$ cat config.mk
export PLATFORM = sky130hd
export DESIGN_NAME = data_mem_responder_flat
export DESIGN_NICKNAME = d
export VERILOG_FILES = /design/src/rtl/data_mem_responder_if.sv /design/src/rtl/data_mem_responder.sv /design/src/flat_wrapper.sv
export SDC_FILE = /design/constraint.sdc
export NUM_CORES = 2
export LEC_CHECK = 0
export CORE_ASPECT_RATIO = 1.4
export CORE_MARGIN = 1.5
export CORE_UTILIZATION = 25
export DETAILED_ROUTE_END_ITERATION = 7
export PLACE_DENSITY = 0.37
export RECOVER_POWER = 100
export SYNTH_ARGS = -nofsm -noshare
export SYNTH_HDL_FRONTEND = slang
export SYNTH_SLANG_ARGS = --single-unit
export TNS_END_PERCENT = 50
$ cat constraint.sdc
create_clock -name clk -period 3.75 [get_ports clk]
set_input_delay 0.75 -clock clk [delete_from_list [all_inputs] [get_ports clk]]
set_output_delay 0.75 -clock clk [all_outputs]
set_load 0.005 [all_outputs]
$ cat src/rtl/data_mem_responder_if.sv
// Core-side data-memory bus plus the side-band preload handshake.
// The master drives requests; the slave (the memory responder) returns
// read data and the preload ready.
interface data_mem_responder_if #(
   parameter int AW = 7,
   parameter int DW = 32
);
   logic          CEN;
   logic          WEN;
   logic          OEN;
   logic [AW-1:0] A;
   logic [DW-1:0] Data2Mem;
   logic [DW-1:0] ReadDataMem;
   logic          ld_valid;
   logic          ld_ready;
   logic [AW-1:0] ld_addr;
   logic [DW-1:0] ld_data;

   modport master (
      output CEN, WEN, OEN, A, Data2Mem, ld_valid, ld_addr, ld_data,
      input  ReadDataMem, ld_ready
   );

   modport slave (
      input  CEN, WEN, OEN, A, Data2Mem, ld_valid, ld_addr, ld_data,
      output ReadDataMem, ld_ready
   );
endinterface

$ cat src/rtl/data_mem_responder.sv
// Word-addressed synchronous data memory answering the core's CEN/WEN/OEN
// requests. After reset release it zeroes every word (CLEAR), then serves
// core reads/writes and side-band preloads (RUN). Saturating access
// counters are kept for debug.
module data_mem_responder #(
   parameter int DEPTH = 128,
   parameter int AW    = 7,
   parameter int DW    = 32,
   parameter int CNT_W = 16
) (
   input  logic                 clk,
   input  logic                 rst_n,
   data_mem_responder_if.slave  bus,
   output logic                 busy,
   output logic                 err_access,
   output logic [CNT_W-1:0]     rd_cnt,
   output logic [CNT_W-1:0]     wr_cnt
);

   typedef enum logic {CLEAR = 1'b0, RUN = 1'b1} state_t;

   localparam logic [AW-1:0] LAST_IDX = AW'(DEPTH - 1);
   localparam int unsigned   DEPTH_U  = DEPTH;

   state_t        state;
   state_t        state_next;
   logic [AW-1:0] clr_idx;
   logic          clr_last;
   logic [DW-1:0] mem [DEPTH];
   logic [DW-1:0] q_reg;
   logic          core_rd;
   logic          core_wr;
   logic          ld_fire;
   logic          a_in_range;
   logic          ld_in_range;
   logic          mem_we;
   logic [AW-1:0] mem_waddr;
   logic [DW-1:0] mem_wdata;

   function automatic logic [CNT_W-1:0] sat_inc(input logic [CNT_W-1:0] v);
      return (&v) ? v : v + CNT_W'(1);
   endfunction

   // Addresses beyond DEPTH only exist for non-power-of-two depths.
   assign a_in_range  = (32'(bus.A) < DEPTH_U);
   assign ld_in_range = (32'(bus.ld_addr) < DEPTH_U);
   assign clr_last    = (clr_idx == LAST_IDX);

   assign core_rd = (state == RUN) & ~bus.CEN &  bus.WEN;
   assign core_wr = (state == RUN) & ~bus.CEN & ~bus.WEN;
   assign ld_fire = bus.ld_valid & bus.ld_ready;

   // State register.
   always_ff @(posedge clk or negedge rst_n) begin
      if (!rst_n) state <= CLEAR;
      else        state <= state_next;
   end

   // Next state: leave CLEAR on the edge that zeroes the last word.
   always_comb begin
      state_next = state;
      unique case (state)
         CLEAR:   if (clr_last) state_next = RUN;
         RUN:     state_next = RUN;
         default: state_next = CLEAR;
      endcase
   end

   // State-decoded outputs; preload is only offered while the core is idle.
   always_comb begin
      busy         = 1'b1;
      bus.ld_ready = 1'b0;
      unique case (state)
         CLEAR: begin
            busy         = 1'b1;
            bus.ld_ready = 1'b0;
         end
         RUN: begin
            busy         = 1'b0;
            bus.ld_ready = bus.CEN;
         end
         default: begin
            busy         = 1'b1;
            bus.ld_ready = 1'b0;
         end
      endcase
   end

   // Clear index walks 0..DEPTH-1 once per clear sequence.
   always_ff @(posedge clk or negedge rst_n) begin
      if (!rst_n)               clr_idx <= '0;
      else if (state == CLEAR)  clr_idx <= clr_last ? '0 : clr_idx + AW'(1);
   end

   // Single array write port: clear, then core write, then preload.
   always_comb begin
      mem_we    = 1'b0;
      mem_waddr = clr_idx;
      mem_wdata = '0;
      if (state == CLEAR) begin
         mem_we = 1'b1;
      end else if (core_wr) begin
         mem_we    = a_in_range;
         mem_waddr = bus.A;
         mem_wdata = bus.Data2Mem;
      end else if (ld_fire) begin
         mem_we    = ld_in_range;
         mem_waddr = bus.ld_addr;
         mem_wdata = bus.ld_data;
      end
   end

   // Storage array, deliberately not reset.
   always_ff @(posedge clk) begin
      if (mem_we) mem[mem_waddr] <= mem_wdata;
   end

   // Read register: loads only on a core read, holds otherwise.
   always_ff @(posedge clk or negedge rst_n) begin
      if (!rst_n)       q_reg <= '0;
      else if (core_rd) q_reg <= a_in_range ? mem[bus.A] : '0;
   end

   // Flag core accesses that arrive while the clear is still running.
   always_ff @(posedge clk or negedge rst_n) begin
      if (!rst_n) err_access <= 1'b0;
      else        err_access <= (state == CLEAR) & ~bus.CEN;
   end

   // Saturating debug counters of completed core accesses.
   always_ff @(posedge clk or negedge rst_n) begin
      if (!rst_n) begin
         rd_cnt <= '0;
         wr_cnt <= '0;
      end else begin
         if (core_rd) rd_cnt <= sat_inc(rd_cnt);
         if (core_wr) wr_cnt <= sat_inc(wr_cnt);
      end
   end

   assign bus.ReadDataMem = bus.OEN ? '0 : q_reg;

endmodule

$ cat src/flat_wrapper.sv
// flat-port wrapper written by rule: the top's interface ports become plain ports
module data_mem_responder_flat 
#(
   parameter int DEPTH = 128,
   parameter int AW    = 7,
   parameter int DW    = 32,
   parameter int CNT_W = 16
)
  (clk, rst_n, busy, err_access, rd_cnt, wr_cnt, bus_CEN, bus_WEN, bus_OEN, bus_A, bus_Data2Mem, bus_ld_valid, bus_ld_addr, bus_ld_data, bus_ReadDataMem, bus_ld_ready);
  data_mem_responder_if #(.AW(AW), .DW(DW)) bus_i ();
  input  logic clk;
  input  logic rst_n;
  output logic busy;
  output logic err_access;
  output logic [CNT_W-1:0] rd_cnt;
  output logic [CNT_W-1:0] wr_cnt;
  input wire logic [$bits(bus_i.CEN)-1:0] bus_CEN;
  input wire logic [$bits(bus_i.WEN)-1:0] bus_WEN;
  input wire logic [$bits(bus_i.OEN)-1:0] bus_OEN;
  input wire logic [$bits(bus_i.A)-1:0] bus_A;
  input wire logic [$bits(bus_i.Data2Mem)-1:0] bus_Data2Mem;
  input wire logic [$bits(bus_i.ld_valid)-1:0] bus_ld_valid;
  input wire logic [$bits(bus_i.ld_addr)-1:0] bus_ld_addr;
  input wire logic [$bits(bus_i.ld_data)-1:0] bus_ld_data;
  output wire logic [$bits(bus_i.ReadDataMem)-1:0] bus_ReadDataMem;
  output wire logic [$bits(bus_i.ld_ready)-1:0] bus_ld_ready;
  assign bus_i.CEN = bus_CEN;
  assign bus_i.WEN = bus_WEN;
  assign bus_i.OEN = bus_OEN;
  assign bus_i.A = bus_A;
  assign bus_i.Data2Mem = bus_Data2Mem;
  assign bus_i.ld_valid = bus_ld_valid;
  assign bus_i.ld_addr = bus_ld_addr;
  assign bus_i.ld_data = bus_ld_data;
  assign bus_ReadDataMem = bus_i.ReadDataMem;
  assign bus_ld_ready = bus_i.ld_ready;
  data_mem_responder #(.DEPTH(DEPTH), .AW(AW), .DW(DW), .CNT_W(CNT_W)) u_core (.clk(clk), .rst_n(rst_n), .bus(bus_i), .busy(busy), .err_access(err_access), .rd_cnt(rd_cnt), .wr_cnt(wr_cnt));
endmodule
# After elaboration in Yosys (flattened, before gate mapping)
# Memories as Yosys holds them, arrays and structs flattened. A register that Yosys moved wholly into a read port is not among the register bits.
# Cells that the tools add are included.
[word_totals]
register_bits = 41
ramBits = 4096
input_bits = 84
out_inout_bits = 67
word_cells = 42
mem_count = 1
[op_classes]
addsub = 3
eq_ne = 1
muxes = 17
bitwise_logic = 10
n_reduce_logical = 5
[mem_list]
columns = ["memory", "words", "word_bits", "read_ports", "rd_clocked_by_memory_dff", "write_ports", "line", "text"]
rows = [
  ["u_core.mem", 128, 32, 1, 1, 1, "data_mem_responder.sv:29", "logic [DW-1:0] mem [DEPTH];"],
]
[op_table]
columns = ["operator", "n"]
rows = [
  ["$mux 32", 4],
  ["$add 16x1->16 const B", 2],
  ["$reduce_and 16->1", 2],
  ["$mux 7", 4],
  ["$add 7x1->7 const B", 1],
  ["$eq 7x7->1 const B", 1],
  ["$mux 1", 6],
  ["$pmux 1 s2", 3],
  ["$and 1x1->1", 5],
  ["$not 1->1", 5],
  ["$reduce_and 2->1", 2],
  ["$logic_not 1->1", 1],
]

# Logic depth before layout (Yosys ltp)
[logic_depth]
ltp_word = 8
mapped_depth = 13
mapped_depth_nobuf = 7

# Worst setup path before layout
# No wires, ideal clock.
[synth_timing]
kind = "input -> register"
startpoint = "input bus_A[0]"
endpoint = "memory u_core.mem[22][0], enable pin"
setup_time_ns = 0.421
t_arrival_ns = 3.758
required_time_ns = 3.329
slack_ns = -0.429
path_stages = 10
path_buffers = 7
path_cell_list = "buf_6 > buf_8 > buf_6 > buf_8 > buf_8 > a222oi_1 > buf_4 > nand3_4 > buf_6 > nor2_1"
[synth_via]
elab_chain_cells = 2
[synth_lines]
columns = ["element", "line", "text"]
rows = [
  ["start: declaration", "flat_wrapper.sv:20", "input wire logic [$bits(bus_i.A)-1:0] bus_A;"],
  ["$mux 7", "data_mem_responder.sv:102", "end else if (core_wr) begin"],
  ["$mux 7", "data_mem_responder.sv:100", "if (state == CLEAR) begin"],
  ["end: declaration", "data_mem_responder.sv:29", ""],
]
# Every way passes these cells.

==> impl_metrics.csv <==
group,metric,value,unit
final_layout,final_area,199000,um^2
power_and_ir_drop,power_density,488,nW/um^2
clock_tree,path_clk_slew,70,ps
logic_synthesis,synth_ff_type,"edfxtp_1",
logic_synthesis,synth.avg_cell_area,20.1,um^2
critical_path,crit_path_end_kind,"register",
timing,drv_slew,61,
placement,detailed_place.area,188000,um^2
critical_path,arrival,4660,ps
drt,dr.pass1.iters,5,
global_routing,grt_max_degree,65,
critical_path,crit_start,"bus_A[0]",
critical_path,timing.rr.end,"u_core.mem[91][30]",
die,ioPinCount,151,
final_layout,synthToLayoutAreaGrowth,22.9,%
placement,place.gp.congestion,0.836,
critical_path,critPathKind,"primary input to register",
critical_path,r2r_start,"u_core.state",
drt,post_drt_wl_per_cell,32.5,um
logic_synthesis,syn_area,162000,um^2
critical_path,reg2reg_depth,8,
final_layout,drive_above_1_share,26.5,%
status,violations,"capacitance limit, slew limit, setup timing",
global_routing,groute.usage.overall,17.9,%
global_routing,antenna_found_initial,59,
critical_path,cp_data_required_time,4610,ps
clock_tree,post_cts_buffers,0,
timing,relSlewSlack,-73.9,%
logic_synthesis,yosys.area_share.simple,2.17,%
die,coreArea,645000,um^2
die,die_x,683,um
final_layout,post-route-util,30.8,%
flow_run,cap_violations,2,
logic_synthesis,ys_types,66,
timing,fin_crit_sh,101,%
critical_path,start_kind,"primary input",
logic_synthesis,syn_inst,8065,
power_and_ir_drop,ir_worst_vdd,391,uV
logic_synthesis,muxShareOfSynthArea,14.4,%
global_routing,grt_pass1_wl,802000,um
critical_path,slowest_delay,1230,ps
timing,skew,56.5,ps
logic_synthesis,synth_seq_area_share,77.1,%
logic_synthesis,async_flop_share,1.75,%
global_routing,gr-total-overflow,0,
timing,hold_viol,0,
logic_synthesis,synth_edf_count,4096,
critical_path,critPathMostFrequentCell,"buf_12",
global_routing,grt_pass1_vias,88834,
logic_synthesis,synthXorXnorAreaFrac,0.173,%
drt,drtAntennaViolNets,0,
critical_path,slowest_stage,"o31ai_1",
critical_path,cp-endpoint,"u_core.q_reg[25]",
clock_tree,cts_resized,0,
timing,tightest_slew,2610,ps
critical_path,r2r_slack,90,ps
logic_synthesis,synth_compound_gate_area_share,4.40,%
placement,io_buffers,150,
die,placementRows,349,
clock_tree,clkSinkCount,4169,
logic_synthesis,yosys_warnings,0,
drt,via_per_inst,4.67,
die,die_y,955,um
drt,vias,85860,
power_and_ir_drop,p_leak,66.5,nW
drt,drtIter0Drc,7590,
timing,fmax,263,MHz
critical_path,path_cells,"buf_16 -> buf_12 -> buf_12 -> buf_4 -> mux2i_1 -> o22ai_1 -> o31ai_1 -> o41ai_1 -> clkbuf_2 -> o21bai_1",
placement,dp_hpwl,416000,um
critical_path,path_max_fanout,48,
clock_tree,cts_max_level,5,
final_layout,nNetsFinal,9505,
logic_synthesis,synth_top_family_by_area,"multiplexers",
timing,finalCriticalPeriod,3800,ps
final_layout,largest_register_ffs,4096,
drt,drt-total-wl,599000,um
worst_hold_path,hold_class,"register to register",
timing,finalSetupViolations,1,
clock_tree,ctsRootBufferMaster,"clkbuf_16",
clock_tree,cts_made_buffers,408,
timing,fin_ws,-51.3,ps
logic_synthesis,synth_fa_ha_area_share,0.0232,%
clock_tree,clock_latency,1030,ps
logic_synthesis,syn-num-nets,8152,
drt,drc_errors,0,
status,status,"complete, but fails checks",
final_layout,nFillCells,62764,
timing,rsz0062_at_grt,"no",
clock_tree,cts_tree,"yes",
logic_synthesis,ys_ff_latch,4169,
die,initial_core_util,25.1,%
die,fp.dieArea,652000,um^2
clock_tree,clock_path_buffers,4,
power_and_ir_drop,power,97.1,mW
## where the power goes
part	internal (mW)	leakage (nW)	total (mW)	switching, mW
Combinational	1.60	20.0	4.10	2.51
Sequential	50.4	39.9	50.4	0.0482
Clock	24.2	6.60	42.6	18.4
## layout by cell type (no fill, tap or decap), drive strengths merged, types with 41 or more instances in the layout
cell / instances
a211oi: 64
edfxtp: 4096
o221ai: 44
clkinv: 162
mux2i: 1016
buf: 1043
dfrtp: 73
clkbuf: 731
a21oi: 166
o31ai: 41
diode: 42
clkdlybuf4s50: 94
nand2: 175
o22ai: 258
bufinv: 54
nor2: 228
nor2b: 49
dlygate4sd3: 52
mux4: 570
o21ai: 62
nor3: 88
a22oi: 167
## final cells by class
cell class	instances	area [um^2]	share of cell area [%]
Antenna cell	42	105	0.0528
Clock buffer	499	10800	5.42
Clock inverter	255	2810	1.41
Inverter	6	30.0	0.0151
Multi-Input combinational cell	3412	35000	17.6
Sequential cell	4169	125000	62.7
Tap cell	8599	10800	5.41
Timing Repair Buffer	1421	14600	7.36
## through the flow
| stage | cells | worst slack, ps | TNS [ps] | hold WS, ps |
|---|---|---|---|---|
| final | 18403 | -51.3 | -51.3 | 487 |
| after CTS | 18361 | 222 | 0 | 386 |
| after global routing | 18374 | 36.6 | 0 | 531 |
| after global placement | 17603 | -2220 | -158910 | 476 |
| after detailed placement | 17606 | -866 | -165420 | 489 |
| after floorplan | 8065 | -429 | -1215170 | 448 |
## critical path: cells and delay by family
family                 cells  cell delay (ps)
buffers and inverters      5             1560
AOI/OAI and AO/OA          4             1740
muxes                      1              320
## timing repair
item,in CTS,in global routing
setup endpoints to repair,0,0
endpoints found under the hold margin,44,0
hold buffers,1,0
## cell usage after synthesis (all sizes together) (38+ instances only)
library cell	instances	area share, %
nor2b	49	0.19
a21oi	166	0.52
nor2	228	0.53
a211oi	64	0.30
edfxtp	4096	76
mux2i	1016	6.3
nor3	88	0.27
or3	40	0.15
nand3	38	0.13
dfrtp	73	1.1
o221ai	44	0.24
clkbuf	202	0.47
buf	276	1.3
o31ai	41	0.19
o21ai	62	0.19
nand2	175	0.41
a22oi	167	0.77
o22ai	258	1.0
and2	40	0.15
mux4	570	7.9
## layer usage
| metal | wire (um) | global-route usage (%) |
|---|---|---|
| met5 | 45 | 0 |
| met4 | 20600 | 5.22 |
| met3 | 24400 | 2.07 |
| met2 | 310000 | 32.4 |
| met1 | 244000 | 22.3 |
## cells by family (layout without fill, tap and decap cells)
family,after synthesis,in the layout
flops,4169,4169
mux,1613,1613
compound gates,1026,1026
simple gates,738,738
buf+inv,484,2181
xor+xnor,32,32
fa+ha+maj,3,3
other cells,0,42
## how the worst min path moves through the flow
stage | start | endpoint | cells after the start
3_3_place_gp | u_core.rd_cnt[11] | u_core.rd_cnt[11] | 1
4_1_cts | bus_CEN | u_core.err_access | 3
5_1_grt | u_core.rd_cnt[7] | u_core.rd_cnt[7] | 1
2_1_floorplan | rst_n | u_core.clr_idx[0] | 0
3_5_place_dp | u_core.wr_cnt[5] | u_core.wr_cnt[5] | 1
6_report | u_core.wr_cnt[5] | u_core.wr_cnt[5] | 1
Note: power is estimated with default switching activity, not from simulation.
